===== config.mk =====
export PLATFORM = sky130hd
export DESIGN_NAME = ble_frame_rx
export DESIGN_NICKNAME = d
export VERILOG_FILES = /design/src/rtl/ble_frame_rx.sv
export SDC_FILE = /design/constraint.sdc
export NUM_CORES = 1
export LEC_CHECK = 0
export CORE_MARGIN = 3
export CORE_UTILIZATION = 40
export CTS_BUF_LIST = sky130_fd_sc_hd__clkbuf_2
export CTS_CLUSTER_SIZE = 16
export DETAILED_ROUTE_END_ITERATION = 16
export GPL_ROUTABILITY_DRIVEN = 0
export SLEW_MARGIN = 20
export SYNTH_ARGS = -nofsm -noshare
export SYNTH_HDL_FRONTEND = slang
export SYNTH_SLANG_ARGS = --single-unit

===== constraint.sdc =====
create_clock -name clk -period 3 [get_ports clk]
set_input_delay 0.3 -clock clk [delete_from_list [all_inputs] [get_ports clk]]
set_output_delay 0.3 -clock clk [all_outputs]
set_load 0.01 [all_outputs]

===== src/rtl/ble_frame_rx.sv =====
// ble_frame_rx
//   UART deserialiser and framed command parser for the BLE link.
//   A frame is: SOF, LEN (must equal NUM_FIELDS), NUM_FIELDS payload bytes,
//   then CHK, where CHK = XOR of LEN and all payload bytes. A frame that
//   passes every check is copied into 'fields' in one cycle. A frame that
//   fails any check is dropped and reported on frame_err/err_code.
//
// Ports
//   clk, rst_n   system clock, async active-low reset
//   rxd          raw UART line (idle high, asynchronous to clk)
//   fields       last validated payload, fields[0] = first payload byte
//   frame_valid  1-cycle pulse when fields updates
//   frame_err    1-cycle pulse on any rejected byte or frame
//   err_code     cause of last error: 0 framing, 1 length, 2 checksum, 3 timeout
//   good_count   accepted frames, saturating
//   bad_count    frame_err pulses, saturating
module ble_frame_rx #(
  parameter int          CLK_FREQ       = 100_000_000,
  parameter int          BAUD           = 115200,
  parameter int          NUM_FIELDS     = 10,
  parameter logic [7:0]  SOF            = 8'hA5,
  parameter int          TIMEOUT_CYCLES = 100_000
) (
  input  logic                       clk,
  input  logic                       rst_n,
  input  logic                       rxd,
  output logic [NUM_FIELDS-1:0][7:0] fields,
  output logic                       frame_valid,
  output logic                       frame_err,
  output logic [1:0]                 err_code,
  output logic [15:0]                good_count,
  output logic [15:0]                bad_count
);

  localparam int CLKS_PER_BIT = CLK_FREQ / BAUD;
  localparam int CW = $clog2(CLKS_PER_BIT + 1);
  localparam int TW = $clog2(TIMEOUT_CYCLES + 1);
  localparam int IW = (NUM_FIELDS > 1) ? $clog2(NUM_FIELDS) : 1;

  localparam logic [1:0] U_IDLE  = 2'd0;
  localparam logic [1:0] U_START = 2'd1;
  localparam logic [1:0] U_DATA  = 2'd2;
  localparam logic [1:0] U_STOP  = 2'd3;

  localparam logic [1:0] F_SOF = 2'd0;
  localparam logic [1:0] F_LEN = 2'd1;
  localparam logic [1:0] F_PAY = 2'd2;
  localparam logic [1:0] F_CHK = 2'd3;

  localparam logic [1:0] E_FRAMING  = 2'd0;
  localparam logic [1:0] E_LENGTH   = 2'd1;
  localparam logic [1:0] E_CHECKSUM = 2'd2;
  localparam logic [1:0] E_TIMEOUT  = 2'd3;

  // ---------------------------------------------------------------------
  // Synchroniser. rxd_q is one more delay used only for edge detection.
  // ---------------------------------------------------------------------
  logic rxd_m, rxd_s, rxd_q;

  always_ff @(posedge clk or negedge rst_n) begin
    if (!rst_n) begin
      rxd_m <= 1'b1;
      rxd_s <= 1'b1;
      rxd_q <= 1'b1;
    end else begin
      rxd_m <= rxd;
      rxd_s <= rxd_m;
      rxd_q <= rxd_s;
    end
  end

  // ---------------------------------------------------------------------
  // UART receiver
  // ---------------------------------------------------------------------
  logic [1:0]    ustate;
  logic [CW-1:0] ucnt;
  logic [2:0]    bit_idx;
  logic [7:0]    shreg;
  logic          byte_valid;
  logic          ferr;
  logic [7:0]    rx_byte;

  // shreg is not touched in STOP, so it still holds the byte during the
  // byte_valid pulse that follows the stop sample.
  assign rx_byte = shreg;

  always_ff @(posedge clk or negedge rst_n) begin
    if (!rst_n) begin
      ustate     <= U_IDLE;
      ucnt       <= '0;
      bit_idx    <= '0;
      shreg      <= '0;
      byte_valid <= 1'b0;
      ferr       <= 1'b0;
    end else begin
      byte_valid <= 1'b0;
      ferr       <= 1'b0;
      case (ustate)
        U_IDLE: begin
          // A true 1->0 edge is required, so a line left low after a bad
          // stop bit does not immediately start a phantom byte.
          if (rxd_q && !rxd_s) begin
            ustate <= U_START;
            ucnt   <= CW'(CLKS_PER_BIT / 2);
          end
        end
        U_START: begin
          if (ucnt == '0) begin
            if (rxd_s) begin
              ustate <= U_IDLE;          // glitch, not a start bit
            end else begin
              ustate  <= U_DATA;
              ucnt    <= CW'(CLKS_PER_BIT - 1);
              bit_idx <= '0;
            end
          end else begin
            ucnt <= ucnt - 1'b1;
          end
        end
        U_DATA: begin
          if (ucnt == '0) begin
            shreg   <= {rxd_s, shreg[7:1]};   // LSB first
            ucnt    <= CW'(CLKS_PER_BIT - 1);
            bit_idx <= bit_idx + 1'b1;
            if (bit_idx == 3'd7) ustate <= U_STOP;
          end else begin
            ucnt <= ucnt - 1'b1;
          end
        end
        default: begin // U_STOP
          if (ucnt == '0) begin
            if (rxd_s) byte_valid <= 1'b1;
            else       ferr       <= 1'b1;
            ustate <= U_IDLE;
          end else begin
            ucnt <= ucnt - 1'b1;
          end
        end
      endcase
    end
  end

  // ---------------------------------------------------------------------
  // Frame parser
  // ---------------------------------------------------------------------
  logic [1:0]                 fstate;
  logic [IW-1:0]              idx;
  logic [7:0]                 chk;
  logic [TW-1:0]              tcnt;
  logic [NUM_FIELDS-1:0][7:0] shadow;
  logic                       tmo;
  logic                       err_hit;
  logic [1:0]                 err_nxt;
  logic                       pay_wr;

  // A byte arriving in the expiry cycle keeps the frame alive.
  assign tmo    = (fstate != F_SOF) && (tcnt == TW'(TIMEOUT_CYCLES - 1)) && !byte_valid;
  assign pay_wr = byte_valid && (fstate == F_PAY);

  always_comb begin
    err_hit = 1'b0;
    err_nxt = err_code;
    if (ferr) begin
      err_hit = 1'b1;
      err_nxt = E_FRAMING;
    end else if (tmo) begin
      err_hit = 1'b1;
      err_nxt = E_TIMEOUT;
    end else if (byte_valid && fstate == F_LEN && rx_byte != 8'(NUM_FIELDS)) begin
      err_hit = 1'b1;
      err_nxt = E_LENGTH;
    end else if (byte_valid && fstate == F_CHK && rx_byte != chk) begin
      err_hit = 1'b1;
      err_nxt = E_CHECKSUM;
    end
  end

  // Shadow payload, one byte lane per field. Contents only matter once a
  // whole frame has been collected, so these flops carry no reset.
  genvar g;
  generate
    for (g = 0; g < NUM_FIELDS; g++) begin : g_shadow
      always_ff @(posedge clk) begin
        if (pay_wr && idx == IW'(g)) shadow[g] <= rx_byte;
      end
    end
  endgenerate

  always_ff @(posedge clk or negedge rst_n) begin
    if (!rst_n) begin
      fstate      <= F_SOF;
      idx         <= '0;
      chk         <= '0;
      tcnt        <= '0;
      fields      <= '0;
      frame_valid <= 1'b0;
      frame_err   <= 1'b0;
      err_code    <= '0;
      good_count  <= '0;
      bad_count   <= '0;
    end else begin
      frame_valid <= 1'b0;
      frame_err   <= err_hit;

      if (err_hit) begin
        err_code <= err_nxt;
        if (bad_count != 16'hFFFF) bad_count <= bad_count + 1'b1;
      end

      if (byte_valid || fstate == F_SOF) tcnt <= '0;
      else                               tcnt <= tcnt + 1'b1;

      if (ferr || tmo) begin
        fstate <= F_SOF;
      end else if (byte_valid) begin
        case (fstate)
          F_SOF: if (rx_byte == SOF) fstate <= F_LEN;
          F_LEN: begin
            if (rx_byte == 8'(NUM_FIELDS)) begin
              fstate <= F_PAY;
              idx    <= '0;
              chk    <= rx_byte;
            end else begin
              fstate <= F_SOF;
            end
          end
          F_PAY: begin
            chk <= chk ^ rx_byte;
            idx <= idx + 1'b1;
            if (idx == IW'(NUM_FIELDS - 1)) fstate <= F_CHK;
          end
          default: begin // F_CHK
            if (rx_byte == chk) begin
              fields      <= shadow;
              frame_valid <= 1'b1;
              if (good_count != 16'hFFFF) good_count <= good_count + 1'b1;
            end
            fstate <= F_SOF;
          end
        endcase
      end
    end
  end

endmodule


; ---- After elaboration in Yosys (flattened, before gate mapping)
; Index checks and enable logic that the tools add are counted.
[classes]
mux = 46
reduce_logical = 44
bitwise_logic = 3
n_eq_ne = 33
add_sub_neg = 6
[ops]
columns = op, n
row1 = 10-bit two-way mux, 5
row2 = "16-bit by 1-bit adder with 16-bit output, second input constant", 2
row3 = "16-bit inequality test, second input constant", 2
row4 = 2-bit two-way mux, 15
row5 = 10-bit case mux with 3 select lines, 1
row6 = 1-bit logical AND, 18
row7 = "17-bit by 1-bit adder with 17-bit output, second input constant", 1
row8 = "17-bit == test, second input constant", 1
row9 = 17-bit two-way mux, 1
row10 = "4-bit by 3-bit == test with 1-bit output, second input constant", 4
row11 = 8-bit case mux with 2 select lines, 1
row12 = 1-bit two-way mux, 14
row13 = 2-bit case mux with 3 select lines, 2
row14 = 4-bit AND reduction, 3
row15 = 10-bit logical NOT, 1
row16 = "2-bit inequality test, second input constant", 5
row17 = 5-bit AND reduction, 2
row18 = 2-bit nonzero test, 5
row19 = "10-bit by 1-bit subtractor with 10-bit output, second input constant", 1
row20 = 3-bit two-way mux, 3
row21 = "4-bit by 2-bit == test with 1-bit output, second input constant", 2
row22 = "4-bit == test, second input constant", 2
row23 = "8-bit by 4-bit == test with 1-bit output, second input constant", 1
row24 = 8-bit == test, 1
row25 = 27 further kinds, 39
[totals]
in_bits = 3
out_inout_bits = 116
ff_bits = 255
word_cells = 170

; ---- Logic depth before layout (Yosys ltp)
; Gate-level depths: netlist of the first run.
[depth]
ltp_word = 8
depth_mapped = 9
depth_no_buf = 8

; ---- Worst setup path before layout of the first run
; No wires, ideal clock.
[synth_timing]
path_kind = reg-to-reg
start = register fstate[0]
end = register shadow[10] (netlist bit), enable pin
period_less_slack_ps = 2259
required_ps = 2605
setup_time_ps = 395
arrival_ps = 1865
n_path_buf = 2
stages_incl_launch_ff = 5
slack_ps = 741
cell_sequence = dfrtp_1 > buf_6 > nand2b_1 > buf_1 > nor4_1
[synth_via]
elab_chain_len = 3
[synth_rtl]
columns = element, line
row1 = start: declaration, 146  ; logic [1:0] fstate;
row2 = start signal: assignment, 191  ; fstate <= F_SOF;
row3 = start signal: assignment, 214  ; fstate <= F_SOF;
row4 = start signal: assignment, 217  ; F_SOF: if (rx_byte == SOF) fstate <= F_LEN;
row5 = 2-bit == test, 158  ; assign pay_wr = byte_valid && (fstate == F_PAY);
row6 = 1-bit logical AND, 158
row7 = 1-bit logical AND, 184  ; if (pay_wr && idx == IW'(g)) shadow[g] <= rx_byte;
row8 = end signal: indexed assignment, 184
row9 = end: declaration, 150  ; logic [NUM_FIELDS-1:0][7:0] shadow;
; Every way passes these cells.
; A chain may end at the register's enable or synchronous reset.

; ---- Worst setup path after layout of the first run
[layout_timing]
start = register shreg[6], in the netlist rx_byte[6]
end = register fields[0] (netlist bit)
[layout_via]
elab_chain_len = 2
[layout_rtl]
columns = element, line
row1 = start: declaration, 78  ; logic [7:0] shreg;
row2 = start signal: assignment, 122  ; shreg <= {rxd_s, shreg[7:1]};
row3 = 8-bit == test, 233  ; if (rx_byte == chk) begin
row4 = 4-bit AND reduction (no line), n/a
row5 = end signal: assignment, 234  ; fields <= shadow;
row6 = end: declaration, 27  ; output logic [NUM_FIELDS-1:0][7:0] fields,
; Every way passes these cells.

==> qor.txt, run 1 <==
Clock root buffer: clkbuf_2
Worst EP required: 3640 ps
Nets@finish: 944
Post-CTS Setup Inserts: 0
Largest net degree at the start of global routing: 50
CORE AREA: 0.0253 mm2
Die X: 166 um
Area leader, netlist: dfrtp_1
Vias: 6517
Post-synth EDFFs: 80
Worst-path fanout max: 48
Worst R2R End: fields[0]
Die H: 166 um
Avg WL per Cell: 16.5 um
Hold EP: rxd_s
Initial antenna violation count: 1
Clock sink total: 255
Mapped Nets: 754
Startpoint Class: flip-flop
Seq/Total Area, Yosys: 65.9%
Reg2reg start: rx_byte[6]
Vias in the first global route: 6714
Hold depth: 0
Cell Area, Synth: 0.0103 mm2
ANT nets after route: 0
Hold Crit Start: rxd_m
Synth top area share: 41.8%
Final Hold Fails: 0
DR vias/cell: 4.98
DIE AREA: 0.0277 mm2
First-pass GRT wire length: 35600 um
Cells after Synth: 736
Register bit total from synthesis: 255
Avg Cell Area, Syn: 14.0 um2
Clk buf depth: 3
Static leakage: 5.50 nW
Main synth FF type: dfrtp_1
DRC errors left: 0
# rows: 58
Crit end category: flip-flop
Clock skew: 69.2 ps
Period minus WS final: 2620 ps
CTS tree: done
Critical path class: reg -> reg
Top cells by area, synth: dfrtp_1, edfxtp_1, mux2_2
Crit path arrival time: 3260 ps
Slew Limit Fails: 0
Post-DP HPWL: 14200 um
Top-Level Pins: 119
Worst-Margin Slew: 655 ps
# setup viols final: 0
Worst skew pair latency: 790 ps
Max-cap violations: 0
RSZ-0062 raised after global routing: no
Async SR Flop Fraction: 68.6%
Post-Route WL: 21600 um
Clock transition at path regs: 100 ps
GRT Total Usage: 15.7%
Fmax: 0.382 GHz
CTS buffer count: 69
Share of cells above drive strength 1: 24.2%
Hold Slack: 362 ps
Worst r2r path cells: 7
Setup total negative slack: 0 ps
Hold crit path type: reg -> reg
Warnings from Yosys: 0
VDD IR max: 413 uV
Area Overhead vs Synth: 22.9%
Rel. slew slack: 56.3%
GRT overflow: 0
R2R Setup Slk: 380 ps
Status: finished clean
Initial Util: 40.8%
IO buf count: 118
DRT Pass-1 Iters: 4
Commonest non-fill, non-tap cell in the layout: dfrtp_1
Pwr Density: 555 mW/mm2
Fin crit share: 87.2%
Distinct cells, synth: 65
Iteration-0 DRC Markers: 339
Htree depth: 3
Most frequent cells in the layout: dfrtp_1, clkdlybuf4s50_1, mux2_2, clkbuf_2, edfxtp_1
[power breakdown]
group	internal, mW	switching [mW]	total (mW)
registers	3.67	0.109	3.78
logic	0.285	0.435	0.720
clock network	1.12	1.40	2.51
[critical path, stage by stage, from the launching register on]
cell and delay [ps]:
dfrtp_1 640, xnor2_1 190, nand4_1 160, nor3_1 370, nand2_1 140, inv_2 270
buf_12 290, mux2_2 380
[cells in the mapped netlist (13+ instances only)]
cell,instances
mux2_2,93
a21oi_1,29
dfrtp_1,172
edfxtp_1,80
xnor2_1,36
nand3_1,24
inv_1,17
nor2_1,42
nand4_1,20
nor3_1,13
nand2_1,45
buf_2,13
o21ai_0,17
ha_1,15
[flip-flops by register name, indices dropped and copies added (netlist names)]
| name | count |
|---|---|
| bad_count | 16 |
| bit_idx | 3 |
| byte_valid | 1 |
| chk | 8 |
| err_code | 2 |
| ferr | 1 |
| fields | 80 |
| frame_err | 1 |
| frame_valid | 1 |
| fstate | 2 |
| good_count | 16 |
| idx | 4 |
| rx_byte | 8 |
| rxd_m | 1 |
| rxd_q | 1 |
| rxd_s | 1 |
| shadow | 80 |
| tcnt | 17 |
| ucnt | 10 |
| ustate | 2 |
[area by class of cell]
| class | count | area, um2 |
|---|---|---|
| diodes | 1 | 2.50 |
| fillers | 2272 | 12600 |
| clock inverters | 30 | 205 |
| inverters | 18 | 67.6 |
| repair buffers | 146 | 1440 |
| flip-flops and latches | 255 | 6790 |
| clock buffers | 93 | 465 |
| multi-input cells | 436 | 3270 |
| well taps | 330 | 413 |
[metrics by stage]
step	setup slack (ps)	cells	instance area (um2)	utilization (%)	total power, mW
finish	384	1309	12600	50.1	7.02
global route	218	1309	12600	50.1	7.47
floorplan	741	736	10300	-	4.35
detailed placement	410	1181	11900	47.3	4.58
global placement	405	1181	11900	47.3	4.56
CTS	369	1308	12600	50.1	7.15
[kinds of logic after synthesis]
| logic type | after synthesis | share of synthesized area (%) |
|---|---|---|
| buffers and inverters | 45 | 2.38 |
| adders and majority gates | 15 | 1.82 |
| xor gates and xnor gates | 48 | 4.08 |
| and+or+nand+nor | 193 | 9.65 |
| AOI/OAI and AO/OA | 78 | 5.08 |
| muxes | 102 | 11.1 |
| DFF | 255 | 65.9 |
[timing repair]
| action | 4_1_cts | 5_1_grt |
|---|---|---|
| resized for setup | 0 | 0 |
| hold buffers | 4 | 0 |
| hold endpoints to repair | 113 | 0 |
[how the worst max path moves through the flow]
stage                          start         end  slack [ps]  depth (start not counted)
after global routing      rx_byte[6]   fields[0]         220                          7
after global placement    rx_byte[0]   fields[3]         410                          7
after floorplan            fstate[0]  shadow[10]         740                          4
after detailed placement  rx_byte[6]   fields[3]         410                          7
after CTS                  fstate[1]   fields[3]         370                          7
final                     rx_byte[6]   fields[0]         380                          7
[routing by layer]
| metal | vias to the layer above | global-route usage (%) | wire (um) |
|---|---|---|---|
| met5 | - | 0 | 0 |
| met4 | 0 | 5.67 | 402 |
| met3 | 41 | 3.66 | 965 |
| met2 | 147 | 25.1 | 10300 |
| met1 | 3254 | 21.2 | 9880 |
| li1 | 3075 | - | - |
No activity file was read; power rests on OpenSTA's default activity.
==> inputs of run 2 (changes only) <==
Settings changed: CORE_ASPECT_RATIO set to 0.5.
==> run 2 against run 1 <==
Maximum frequency up 4.4%. First-iteration DRC count up 6.8%. Via count down 2.5%. Count of clock-buffer cells in the layout unchanged. Clock power down 13%. Non-clock buffer count down 2. Clock skew up 34 ps. Worst hold slack worse by 12 ps. Sequential share of layout area up 0.57 points. Die area up 0.42%. Critical path type unchanged. Critical endpoint is now fields[1]. Largest cell class unchanged.
==> qor.txt, run 2 (synthesized netlist as in run 1, its figures left out) <==
DR vias/cell: 4.89 (was 4.98)
Max-cap violations: 0 (unchanged)
Hold_buf cts: 4 (unchanged)
Die H: 119 um (was 166 um)
Clock root buffer: clkbuf_2 (unchanged)
Clock sink total: 255 (unchanged)
Share of cells above drive strength 1: 24.1% (was 24.2%)
# setup viols final: 0 (unchanged)
Worst EP required: 3710 ps (was 3640 ps)
Clock transition at path regs: 120 ps (was 100 ps)
Hold crit path type: reg -> reg (unchanged)
Post-CTS Setup Inserts: 0 (unchanged)
Status: finished clean (unchanged)
Post-DP HPWL: 14400 um (was 14200 um)
Fin crit share: 83.5% (was 87.2%)
CP startpoint: fstate[0] (was rx_byte[6])
Worst-path fanout max: 82 (was 48)
Hold Slack: 350 ps (was 362 ps)
Avg WL per Cell: 16.8 um (was 16.5 um)
First-pass GRT wire length: 35700 um (was 35600 um)
DRT Pass-1 Iters: 5 (was 4)
Initial antenna violation count: 2 (was 1)
Pwr Density: 534 mW/mm2 (was 555 mW/mm2)
Fmax: 0.399 GHz (was 0.382 GHz)
Startpoint Class: flip-flop (unchanged)
DIE AREA: 0.0278 mm2 (was 0.0277 mm2)
Most frequent cells in the layout: dfrtp_1, clkdlybuf4s50_1, mux2_2, clkbuf_2, edfxtp_1 (unchanged)
Top-Level Pins: 119 (unchanged)
ANT nets after route: 0 (unchanged)
Resize count post-CTS: 0 (unchanged)
RSZ-0062 raised after global routing: no (unchanged)
Worst-Margin Slew: 864 ps (was 655 ps)
Critical path class: reg -> reg (unchanged)
Area Overhead vs Synth: 21.6% (was 22.9%)
Worst skew pair latency: 910 ps (was 790 ps)
Clock skew: 103 ps (was 69.2 ps)
CTS buffer count: 58 (was 69)
Post-Route WL: 21800 um (was 21600 um)
IO buf count: 118 (unchanged)
Iteration-0 DRC Markers: 362 (was 339)
Crit path arrival time: 3220 ps (was 3260 ps)
DRC errors left: 0 (unchanged)
Layout Utilization: 50.8% (was 50.1%)
Rel. slew slack: 42.2% (was 56.3%)
Htree depth: 2 (was 3)
GRT overflow: 0 (unchanged)
Vias in the first global route: 6533 (was 6714)
Top Registers: fields: 80 flops, shadow: 80 flops, tcnt: 17 flops (unchanged)
# rows: 40 (was 58)
Clk buf depth: 3 (unchanged)
Vias: 6355 (was 6517)
Setup total negative slack: 0 ps (unchanged)
Final Hold Fails: 0 (unchanged)
Crit end category: flip-flop (unchanged)
VDD IR max: 232 uV (was 413 uV)
Reg2reg start: fstate[0] (was rx_byte[6])
Initial Util: 41.8% (was 40.8%)
CORE AREA: 0.0246 mm2 (was 0.0253 mm2)
Commonest non-fill, non-tap cell in the layout: dfrtp_1 (unchanged)
Slew Limit Fails: 0 (unchanged)
Hold Crit Start: rxd_s (was rxd_m)
Largest net degree at the start of global routing: 83 (was 50)
Static leakage: 5.43 nW (was 5.50 nW)
GRT Total Usage: 16.1% (was 15.7%)
Nets@finish: 931 (was 944)
Period minus WS final: 2510 ps (was 2620 ps)
CTS tree: done (unchanged)
Die X: 233 um (was 166 um)
run 2: cell types whose count changed in the layout (fill, tap and decap cells not counted):
cell,previous run,this run
bufinv_16,3,0
clkinvlp_4,2,1
clkinv_2,1,2
nor4_2,1,2
clkinv_1,21,13
dlygate4sd3_1,4,3
nor4_1,3,2
buf_4,21,20
inv_2,3,1
run 2: where the power goes:
part,switching (mW),internal (mW)
Sequential,0.113,3.68
Clock,1.36,0.824
Combinational,0.427,0.287
run 2: final cells by class:
cell class,instances,area [um2]
Sequential cell,255,6790
Clock inverter,17,73.8
Multi-Input combinational cell,436,3280
Inverter,18,68.8
Antenna cell,1,2.50
Fill cell,2213,12100
Timing Repair Buffer,144,1420
Tap cell,336,420
Clock buffer,93,465
run 2: path summary, 6_finish.rpt:
| kind | end | slack [ps] | depth (start not counted) |
|---|---|---|---|
| max | fields[1] | 490 | 7 |
| min | rxd_q | 350 | 0 |
| max reg2reg | fields[1] | 490 | 7 |
| min reg2reg | rxd_q | 350 | 0 |
| max in group asynchronous | chk[4] | 1890 | 4 |
| min in group asynchronous | chk[0] | 510 | 4 |
run 2: worst max-delay path, stage by stage (launching register included):
cell and delay [ps]:
dfrtp_1 510, o21bai_4 420, nand4b_1 240, o21a_1 210, nand2_1 110, clkinv_2 80, buf_12 340, mux2_2 390
run 2: through the flow:
stage	area, um2	power, mW	setup WS, ps	instances
4_1_cts	12500	6.81	441	1299
2_1_floorplan	10300	4.35	741	736
5_1_grt	12500	7.12	281	1300
3_3_place_gp	11900	4.55	551	1185
6_report	12500	6.68	495	1300
3_5_place_dp	11900	4.57	507	1185
run 2: metal layers:
metal / global-route usage (%) / part of all wire [%] / vias up
met3: 3.59 / 4.2 / 22
met1: 23.1 / 48 / 3196
met5: 0 / 0 / -
met4: 4.95 / 0.98 / 0
met2: 24.5 / 47 / 97
li1: - / - / 3040
==> inputs of run 3 (changes only) <==
Clock period 3 ns to 2.4 ns, I/O delays scaled along.
==> run 3 against run 2 <==
Die area is the same. Clock skew shrank 29 ps. Final area is 1.3% higher. Largest power group unchanged. Clock power rose by 22%. Via count grew 1.9%. Non-clock buffer count is 19 higher. Cell count up 1.2%. Count of clock-buffer cells in the layout fell by 4. Power is 25% higher.
==> qor.txt, run 3 (synthesized netlist as in run 1, its figures left out) <==
Fin area: 0.0127 mm2 (was 0.0125 mm2)
Fmax: 0.440 GHz (was 0.399 GHz)
Share of cells above drive strength 1: 25.2% (was 24.1%)
GRT Total Usage: 15.8% (was 16.1%)
Area of the multi-input gates: 0.00328 mm2 (unchanged)
DIE AREA: 0.0278 mm2 (unchanged)
Initial Util: 41.8% (unchanged)
Vias in the first global route: 6648 (was 6533)
Period minus WS final: 2270 ps (was 2510 ps)
Hold Slack: 363 ps (was 350 ps)
Clock transition at path regs: 110 ps (was 120 ps)
Die X: 233 um (unchanged)
Die H: 119 um (unchanged)
Nets@finish: 949 (was 931)
IO buf count: 118 (unchanged)
Largest net degree at the start of global routing: 51 (was 83)
Area Overhead vs Synth: 23.1% (was 21.6%)
Htree depth: 2 (unchanged)
Worst-Margin Slew: 474 ps (was 864 ps)
CTS buffer count: 57 (was 58)
Post-Place Setup Slack: 133 ps (was 507 ps)
Critical path class: reg -> reg (unchanged)
Resize count post-CTS: 0 (unchanged)
DRT Pass-1 Iters: 4 (was 5)
Clock root buffer: clkbuf_2 (unchanged)
Initial antenna violation count: 1 (was 2)
VDD IR max: 251 uV (was 232 uV)
Number of fillers in the final layout: 2195 (was 2213)
Avg WL per Cell: 16.4 um (was 16.8 um)
Post-DP HPWL: 14400 um (about the same)
# setup viols final: 0 (unchanged)
# rows: 40 (unchanged)
Reg area: 0.00679 mm2 (unchanged)
Slew Limit Fails: 0 (unchanged)
Crit end category: flip-flop (unchanged)
GRT overflow: 0 (unchanged)
Final Hold Fails: 0 (unchanged)
Rel. slew slack: 68.1% (was 42.2%)
Post-Layout Cell Count: 1316 (was 1300)
RSZ-0062 raised after global routing: no (unchanged)
ANT nets after route: 0 (unchanged)
Top-Level Pins: 119 (unchanged)
Final total power: 8.36 mW (was 6.68 mW)
Worst EP required: 3070 ps (was 3710 ps)
Worst skew pair latency: 840 ps (was 910 ps)
CORE AREA: 0.0246 mm2 (unchanged)
DR vias/cell: 4.92 (was 4.89)
Pwr Density: 660 mW/mm2 (was 534 mW/mm2)
Top Registers: fields: 80 flops, shadow: 80 flops, tcnt: 17 flops (unchanged)
Static leakage: 5.52 nW (was 5.43 nW)
Crit path arrival time: 2940 ps (was 3220 ps)
DRC errors left: 0 (unchanged)
Dpl cells: 1204 (was 1185)
Status: finished clean (unchanged)
Hold crit path type: reg -> reg (unchanged)
Post-Route WL: 21600 um (was 21800 um)
Clock sink total: 255 (unchanged)
CTS tree: done (unchanged)
Worst-path fanout max: 46 (was 82)
Final WS setup: 128 ps (was 495 ps)
Clk buf depth: 3 (unchanged)
Max-cap violations: 0 (unchanged)
Dpl cell area: 0.0121 mm2 (was 0.0119 mm2)
Commonest non-fill, non-tap cell in the layout: dfrtp_1 (unchanged)
Iteration-0 DRC Markers: 439 (was 362)
Vias: 6474 (was 6355)
Clock skew: 74.4 ps (was 103 ps)
Startpoint Class: flip-flop (unchanged)
Fin crit share: 94.7% (was 83.5%)
Most frequent cells in the layout: dfrtp_1, clkdlybuf4s50_1, mux2_2, clkbuf_2, edfxtp_1 (unchanged)
Layout Utilization: 51.5% (was 50.8%)
First-pass GRT wire length: 35400 um (was 35700 um)
Setup total negative slack: 0 ps (unchanged)
run 3: layout make-up:
class	count	share of cell area, %
antenna	1	0.0197
clock buffer	89	3.51
clock inverter	18	0.612
inverter	18	0.543
multi-input combinational	436	25.8
sequential	255	53.5
tap	336	3.32
timing repair buffer	163	12.6
run 3: final timing paths:
| kind | startpoint | end | slack [ps] | depth (start not counted) |
|---|---|---|---|---|
| setup / recovery | tcnt[0] | fields[61] | 130 | 8 |
| hold / removal | rxd_m | rxd_s | 360 | 0 |
| setup reg to reg | tcnt[0] | fields[61] | 130 | 8 |
| hold reg to reg | rxd_m | rxd_s | 360 | 0 |
| max in group asynchronous | rst_n | fields[33] | 1460 | 4 |
| min in group asynchronous | rst_n | bad_count[11] | 430 | 3 |
run 3: routing by layer:
layer / wire [um] / vias to the layer above / GRT usage [%]
li1: - / 3074 / -
met1: 10000 / 3233 / 22.1
met2: 10200 / 132 / 25.2
met3: 1010 / 35 / 3.44
met4: 326 / 0 / 4.03
met5: 0 / - / 0
run 3: power breakdown:
part	switching (mW)	total [mW]	internal (mW)
combinational	0.571	0.987	0.415
clock	1.65	2.65	0.993
sequential	0.138	4.73	4.59
run 3: repair_timing:
| action | in CTS | in global routing |
|---|---|---|
| hold buffers | 4 | 0 |
| buffers inserted | 0 | 0 |
| hold endpoints to repair | 176 | 0 |
run 3: critical path, cell delays in order, from the launching register on:
cell and delay (ps):
dfrtp_1 420, ha_1 240, and4_1 230, nand2_1 160, o21a_1 240, nand2_1 120
clkinv_2 100, buf_12 240, mux2_2 370
